## config.mk

```make
export PLATFORM = sky130hd
export DESIGN_NAME = serial_parity_framer
export DESIGN_NICKNAME = d
export VERILOG_FILES = /design/src/rtl/serial_pkg.sv /design/src/rtl/sat_counter.sv /design/src/rtl/serial_parity_framer.sv
export SDC_FILE = /design/constraint.sdc
export NUM_CORES = 1
export LEC_CHECK = 0
export CORE_AREA = 2 2 58 60
export DETAILED_ROUTE_END_ITERATION = 8
export DIE_AREA = 0 0 60 62
export PLACE_DENSITY = 0.74
export SYNTH_ARGS = -nofsm -noshare
export SYNTH_HDL_FRONTEND = slang
export SYNTH_SLANG_ARGS = --single-unit
```

## constraint.sdc

```tcl
create_clock -name clk -period 2.4 [get_ports clk]
set_input_delay 0.6 -clock clk [delete_from_list [all_inputs] [get_ports clk]]
set_output_delay 0.6 -clock clk [all_outputs]
set_load 0.005 [all_outputs]
```

## src/rtl/serial_pkg.sv

```systemverilog
// Shared types and helpers for the serial parity framer.
package serial_pkg;

   typedef enum logic {
      DATA   = 1'b0,
      PARITY = 1'b1
   } state_t;

   localparam logic EVEN = 1'b0;
   localparam logic ODD  = 1'b1;

   // Bit-counter width needed to index DATA_W data bits.
   function automatic int cnt_width(input int data_w);
      return (data_w < 2) ? 1 : $clog2(data_w);
   endfunction

endpackage

```

## src/rtl/sat_counter.sv

```systemverilog
// Saturating up-counter with synchronous clear.
module sat_counter #(
   parameter int W = 8
) (
   input  logic         clk,
   input  logic         rst_n,
   input  logic         clr,
   input  logic         inc,
   output logic [W-1:0] count
);

   // Count up on inc and stick at all-ones instead of wrapping.
   always_ff @(posedge clk or negedge rst_n) begin
      if (!rst_n) begin
         count <= '0;
      end else if (clr) begin
         count <= '0;
      end else if (inc && (count != '1)) begin
         count <= count + W'(1);
      end
   end

endmodule

```

## src/rtl/serial_parity_framer.sv

```systemverilog
// Serial bit-stream framer: DATA_W data bits (LSB first) then one parity bit.
//
// state  | meaning
// -------+-----------------------------------------------
// DATA   | collecting data bits into the shift register
// PARITY | all data bits in, waiting for the parity bit
module serial_parity_framer
   import serial_pkg::*;
#(
   parameter int DATA_W    = 8,
   parameter int ERR_CNT_W = 8
) (
   input  logic                 clk,
   input  logic                 rst_n,
   input  logic                 clr,
   input  logic                 in_valid,
   input  logic                 in,
   input  logic                 odd_mode,
   output logic                 s,
   output logic                 frame_done,
   output logic                 par_err,
   output logic [DATA_W-1:0]    data_out,
   output logic [ERR_CNT_W-1:0] err_count
);

   localparam int               CNT_W = cnt_width(DATA_W);
   localparam logic [CNT_W-1:0] LAST  = CNT_W'(DATA_W - 1);

   state_t            state;
   logic [CNT_W-1:0]  bit_cnt;
   logic [DATA_W-1:0] shift;
   logic              mode_q;
   logic              err_bit;
   logic              err_inc;

   // Parity check result for the bit currently presented in PARITY.
   assign err_bit = s ^ in ^ mode_q;
   assign err_inc = in_valid && !clr && (state == PARITY) && err_bit;

   // Framing FSM, deserialiser and running parity; clr aborts the frame.
   always_ff @(posedge clk or negedge rst_n) begin
      if (!rst_n) begin
         state      <= DATA;
         bit_cnt    <= '0;
         s          <= 1'b0;
         frame_done <= 1'b0;
         par_err    <= 1'b0;
         data_out   <= '0;
         shift      <= '0;
         mode_q     <= 1'b0;
      end else begin
         frame_done <= 1'b0;
         par_err    <= 1'b0;
         if (clr) begin
            state   <= DATA;
            bit_cnt <= '0;
            s       <= 1'b0;
         end else if (in_valid) begin
            case (state)
               DATA: begin
                  shift[bit_cnt] <= in;
                  s              <= s ^ in;
                  if (bit_cnt == '0) begin
                     mode_q <= odd_mode;
                  end
                  if (bit_cnt == LAST) begin
                     state <= PARITY;
                  end else begin
                     bit_cnt <= bit_cnt + CNT_W'(1);
                  end
               end
               PARITY: begin
                  frame_done <= 1'b1;
                  par_err    <= err_bit;
                  data_out   <= shift;
                  state      <= DATA;
                  s          <= 1'b0;
                  bit_cnt    <= '0;
               end
               default: begin
                  state <= DATA;
               end
            endcase
         end
      end
   end

   sat_counter #(
      .W(ERR_CNT_W)
   ) u_err_cnt (
      .clk   (clk),
      .rst_n (rst_n),
      .clr   (clr),
      .inc   (err_inc),
      .count (err_count)
   );

endmodule

```

=== Word level (Yosys, flattened, before mapping) ===
Index checks and enable logic that the tools add are counted.
W data, S select, Z words.

* Word-level logic and storage cells: 55
* Register bits: 32
* Input port bits: 6

* Reductions and logical operators: 13
* Eq/ne operators: 3
* $add $sub $neg: 2
* Muxes and demuxes: 22
* Bitwise gates (word level): 4
* Order comparisons: 2

{| class="wikitable"
|+ Operators by type and width
! kind !! count
|-
| $mux W8 || 2
|-
| $mux W1 || 12
|-
| $mux W3 || 3
|-
| $add A8 B1 Y8 const B || 1
|-
| $bwmux W8 || 1
|-
| $ne A8 B8 Y1 const B || 1
|-
| $pmux W3 S2 || 1
|-
| $reduce_and A3 Y1 || 2
|-
| $logic_and A1 B1 Y1 || 5
|-
| $lt A3 B4 Y1 const B || 1
|-
| $pmux W1 S2 || 2
|-
| $reduce_and A4 Y1 || 1
|-
| $reduce_bool A2 Y1 || 2
|-
| $add A3 B1 Y3 const B || 1
|-
| $demux W1 S3 || 1
|-
| $eq A3 B3 Y1 const B || 1
|-
| $ge A3 B1 Y1 const B || 1
|-
| $logic_not A3 Y1 || 1
|-
| $ne A3 B3 Y1 const B || 1
|-
| $not A1 Y1 || 2
|-
| $reduce_and A2 Y1 || 1
|-
| $xor A1 B1 Y1 || 2
|-
| $logic_not A1 Y1 || 1
|}

=== Longest topological paths before layout ===
* Depth in word-level cells: 7
* Gate-level depth with buffers: 7

=== Hierarchy ===
A second synthesis with hierarchy kept.

* Cell total of the unflattened synthesis: 140
* Area total of the unflattened synthesis: 1565.3 µm²

{| class="wikitable"
|+ By module, submodules not included
! module !! times used !! area each (µm²) !! cells each
|-
| serial_parity_framer || 1 || 1101.1 || 91
|-
| sat_counter || 1 || 464.2 || 49
|}

=== Least setup slack after synthesis ===
Ideal clock, no wire load.

* Path type: input -> register
* From: in in
* To: reg u_err_cnt.count[5]
* Stages on the path: 4
* Path buffers: 0
* Data required time: 2322 ps
* Arrival time: 1679 ps
* Path slack: 643 ps
* Path through: xor3_2 > o211ai_2 > or4_1 > a21oi_1

* Word-level cells in the longest chain between the ends: 5

{| class="wikitable"
|+ RTL lines
! item !! line !! source
|-
| start, declared || serial_parity_framer.sv:17 || <nowiki>input logic in,</nowiki>
|-
| $xor A1 B1 Y1 (2 in series) || serial_parity_framer.sv:37 || <nowiki>assign err_bit = s ^ in ^ mode_q;</nowiki>
|-
| $logic_and A1 B1 Y1 || serial_parity_framer.sv:38 || <nowiki>assign err_inc = in_valid && !clr && (state == PARITY) && err_bit;</nowiki>
|-
| $logic_and A1 B1 Y1 || sat_counter.sv:18 || <nowiki>end else if (inc && (count != '1)) begin</nowiki>
|-
| $reduce_bool A2 Y1 (no line) || n/a ||
|-
| end signal, assigned || sat_counter.sv:19 || <nowiki>count <= count + W'(1);</nowiki>
|-
| end, declared || sat_counter.sv:9 || <nowiki>output logic [W-1:0] count</nowiki>
|}

No other way between the ends.
A chain may end at the register's enable or synchronous reset.

=== Worst setup path in the final report ===
* From: in in
* To: reg u_err_cnt.count[3]

Same word-level chain as after synthesis.

==> impl.org <==
** Worst setup path
- Counting both buffers and inverters, the worst setup path holds a total of 2.
- Among all stages on the critical path, the largest delay is contributed by sky130_fd_sc_hd__clkdlybuf4s50_1.
- CP delay by family, top :: buffers and inverters
- WP data arrival :: 2300 ps
- STA classifies the critical path endpoint as a flip-flop.
- The largest single stage delay on the critical path is roughly 430 ps.
- The critical path goes through clkdlybuf4s50_1, xor3_2, o211ai_2, buf_4, or3_1, a21oi_1.
- CP Max Fanout :: 9
- Critical path required time :: approximately 2700 ps
- Category of the critical setup timing path :: in -> reg
- Nature of the critical path startpoint :: primary input

** Worst hold path
- Worst min-delay path class :: reg -> reg

** Yosys
- After synthesis the netlist holds a flip-flop and latch count of 32.
- Total nets after synthesis :: 156
- Of all cell types, the one taking the most synthesized area is sky130_fd_sc_hd__dfrtp_1.
- The synthesized design contains 0 enable-type register cells.
- In this run the cell area of the synthesized design comes to 1510 sq um.
- Leading post-synthesis cells by instance count :: sky130_fd_sc_hd__nand2_1, sky130_fd_sc_hd__dfrtp_1, sky130_fd_sc_hd__nor2_1
- YS warnings :: 0
- Seq/Total Area, Yosys :: 53.1%
- Share of Yosys cell area claimed by the top area cell type :: 53.1%
- Post-synthesis area per instance :: 10.3 sq um
- Most numerous cell in the Yosys netlist :: sky130_fd_sc_hd__nand2_1
- Unique cell type count in the Yosys netlist :: 29
- In the synthesized netlist the dominant register cell turns out to be sky130_fd_sc_hd__dfrtp_1.
- In the post-synthesis netlist, the biggest area contributors are sky130_fd_sc_hd__dfrtp_1, sky130_fd_sc_hd__nand2_1, sky130_fd_sc_hd__mux2_2.
- Fraction of registers with async set/reset :: 100%
- Synthesized instance count :: 146

** Clocking
- Num Clock Sinks :: 32
- After clock tree synthesis, the repair step resized 0 gates.
- Total clock buffers created by CTS :: 5
- Insertion delay of the later-clocked pin in the worst-skew pair :: approximately 330 ps
- Buffer cell driving the clock tree root :: sky130_fd_sc_hd__clkbuf_4
- Buffers added to address setup during post-CTS repair amount to 0.
- Counting along the longest clock path gives a buffer depth of 2.
- Clock-pin slew was measured on the worst setup and hold paths at about 100 ps.
- TritonCTS built the clock tree.
- Buffers inserted to repair hold after CTS numbered 0.
- The H-tree was split into 2 levels.

** Floorplan
- Die X :: roughly 60 um
- Initial core utilization :: 47.4%
- I/O Pins :: 25
- Core region area :: 3180 sq um
- Std-Cell Rows :: 21
- Die height :: 62 um
- Total Die Area :: 3720 sq um

** Layout
- The number of antenna diodes in the final layout is 0.
- In the final layout, the multi-input gates occupy 661 sq um.
- Area taken by flip-flops and latches :: 801 sq um
- Final nets :: ~190
- The count of cells in the finished layout, fillers not included, comes to approximately 230.
- Of the cells placed in the final design, the portion with a size suffix greater than 1 is 15.1%.
- Count of fill cells added during filler insertion :: 279
- From synthesis to final layout, the design area changed by 27.2%.

** Global routing
- Antenna violations before repair :: 0
- Vias in the first global route :: around 1,000
- GRT Util Overall :: a little under a fifth
- Wire length of the first global-routing pass :: 4800 um
- Pin count of the biggest net entering global routing :: 33
- GRT Residual Overflow :: 0

** STA
- Least-Margin Pin Slew :: a little under 400 ps
- Endpoints failing hold :: 0
- Setup repair after global routing missed its margin :: false
- The worst pin sits at a relative slew slack of about three quarters.
- After layout, the worst path uses 84.9% of the clock period.
- Static timing analysis puts the maximum clock frequency at 0.491 GHz.
- Final number of setup-violating endpoints :: 0
- Summed over all failing endpoints, the final setup total negative slack is 0 ps.
- Counting I/O delays and the setup requirement, the final critical path takes approximately 2000 ps.
- Setup Skew :: approximately 5.7 ps
- The max-slew violation total from the final report is 0.

** Routing
- Detailed routing inserted a total of 1,127 vias.
- First DRT Iteration DRCs :: 65
- Via density per instance :: 5.01
- Remaining antenna violation count after routing :: 0
- Dividing the detail-routed wire length by the instance count gives 12.4 um.
- Final wirelength :: ~2800 um
- Residual DRC :: 0
- Number of detailed-route iterations in the first pass :: 4

** Placed design
- Placed instance count :: 217
- Number of input and output port buffers inserted :: 24
- Detailed placement finished with a half-perimeter wire length of 2080 um.
- Routability-driven placement congestion ratio :: 0.777

** Run
- Across the run, the number of max-cap violations was 0.

** Pwr
- Power spread over the standard cell area amounts to a little under 600 nW/um^2.
- Leakage power figure :: roughly 0.91 nW
- VDD sags by at most 0.387 mV.

** Run status
- Outcome :: completed
==> registers in the layout, indices dropped and copies added (netlist names) <==
name	flops
data_out	8
shift	8
u_err_cnt.count	8
bit_cnt	3
frame_done	1
mode_q	1
par_err	1
s	1
state	1
==> area by class of cell <==
type                    instances  share of cell area, %
well taps                      46                   3.00
flip-flops and latches         32                   41.7
clock buffers                   7                   3.39
inverters                       5                  0.978
clock inverters                 1                   1.57
multi-input cells             104                   34.4
repair buffers                 30                   14.9
==> where the power goes <==
part / internal, W / switching (W) / leakage [nW]
Clock: 0.000276 / 0.000176 / 0.0515
Sequential: 0.000564 / 0.0000183 / 0.437
Combinational: 0.0000501 / 0.0000416 / 0.424
Total: 0.000891 / 0.000236 / 0.913
==> cells by family (layout without fill, tap and decap cells) <==
| group | count (synthesis) | count (layout) | share of synthesized area [%] |
|---|---|---|---|
| compound gates | 21 | 21 | 9.04 |
| fa+ha+maj | 4 | 4 | 3.32 |
| flops | 32 | 32 | 53.1 |
| buf+inv | 10 | 43 | 3.07 |
| xor+xnor | 2 | 2 | 2.24 |
| simple gates | 66 | 66 | 21.2 |
| mux | 11 | 11 | 8.05 |
==> per-layer routing <==
| metal | GRT usage (%) | up-vias | wire length [um] |
|---|---|---|---|
| met5 | 0 | - | 0 |
| met4 | 7.62 | 0 | 43 |
| met3 | 6.83 | 5 | 121 |
| met2 | 28.1 | 24 | 1310 |
| met1 | 22.6 | 532 | 1320 |
| li1 | - | 566 | - |
==> cell usage in the layout (no fill, tap or decap), types with 2 or more instances in the layout <==
cell,n
sky130_fd_sc_hd__dfrtp_1,32
sky130_fd_sc_hd__nor2b_1,2
sky130_fd_sc_hd__mux2i_1,2
sky130_fd_sc_hd__o31ai_1,3
sky130_fd_sc_hd__a21oi_1,9
sky130_fd_sc_hd__or3_1,3
sky130_fd_sc_hd__a22oi_1,2
sky130_fd_sc_hd__mux2_2,9
sky130_fd_sc_hd__ha_1,4
sky130_fd_sc_hd__and2_1,3
sky130_fd_sc_hd__nor2_1,10
sky130_fd_sc_hd__a2bb2oi_1,3
sky130_fd_sc_hd__or4_1,3
sky130_fd_sc_hd__clkbuf_4,5
sky130_fd_sc_hd__buf_4,6
sky130_fd_sc_hd__nand2_1,33
sky130_fd_sc_hd__clkdlybuf4s50_1,24
sky130_fd_sc_hd__clkbuf_8,2
sky130_fd_sc_hd__nand3b_1,2
sky130_fd_sc_hd__nand3_1,6
sky130_fd_sc_hd__inv_1,4
sky130_fd_sc_hd__o21ai_0,3
==> stage by stage <==
| stage | hold WS (ps) | cell area (sq um) | worst slack [ps] | utilization [%] | power [W] |
|---|---|---|---|---|---|
| global placement | 449 | 1820 | 108 | 57.3 | 0.000681 |
| global route | 484 | 1920 | 253 | 60.3 | 0.00119 |
| finish | 470 | 1920 | 363 | 60.3 | 0.00113 |
| CTS | 474 | 1920 | 393 | 60.3 | 0.00115 |
| floorplan | 304 | 1510 | 643 | - | 0.000644 |
| detailed placement | 452 | 1820 | 41.2 | 57.3 | 0.000687 |
==> worst paths after layout <==
| path | start | to | slack, ps | cells after the start |
|---|---|---|---|---|
| setup / recovery | in | u_err_cnt.count[3] | 360 | 6 |
| hold / removal | shift[5] | data_out[5] | 470 | 2 |
| setup reg to reg | u_err_cnt.count[0] | u_err_cnt.count[3] | 690 | 6 |
| hold reg to reg | shift[5] | data_out[5] | 470 | 2 |
| max in group asynchronous | rst_n | bit_cnt[2] | 1460 | 2 |
| min in group asynchronous | rst_n | shift[4] | 650 | 2 |
==> worst reg2reg max path: cells and delay by family, from the launching register on <==
| family | cells | cell delay [ps] |
|---|---|---|
| AO/OA/AOI/OAI | 2 | 300 |
| adder cells (fa/ha/maj) | 1 | 260 |
| buffers and inverters | 1 | 210 |
| AND/OR/NAND/NOR | 2 | 460 |
| flip-flops | 1 | 430 |
Power figures use the tool's default switching activity.
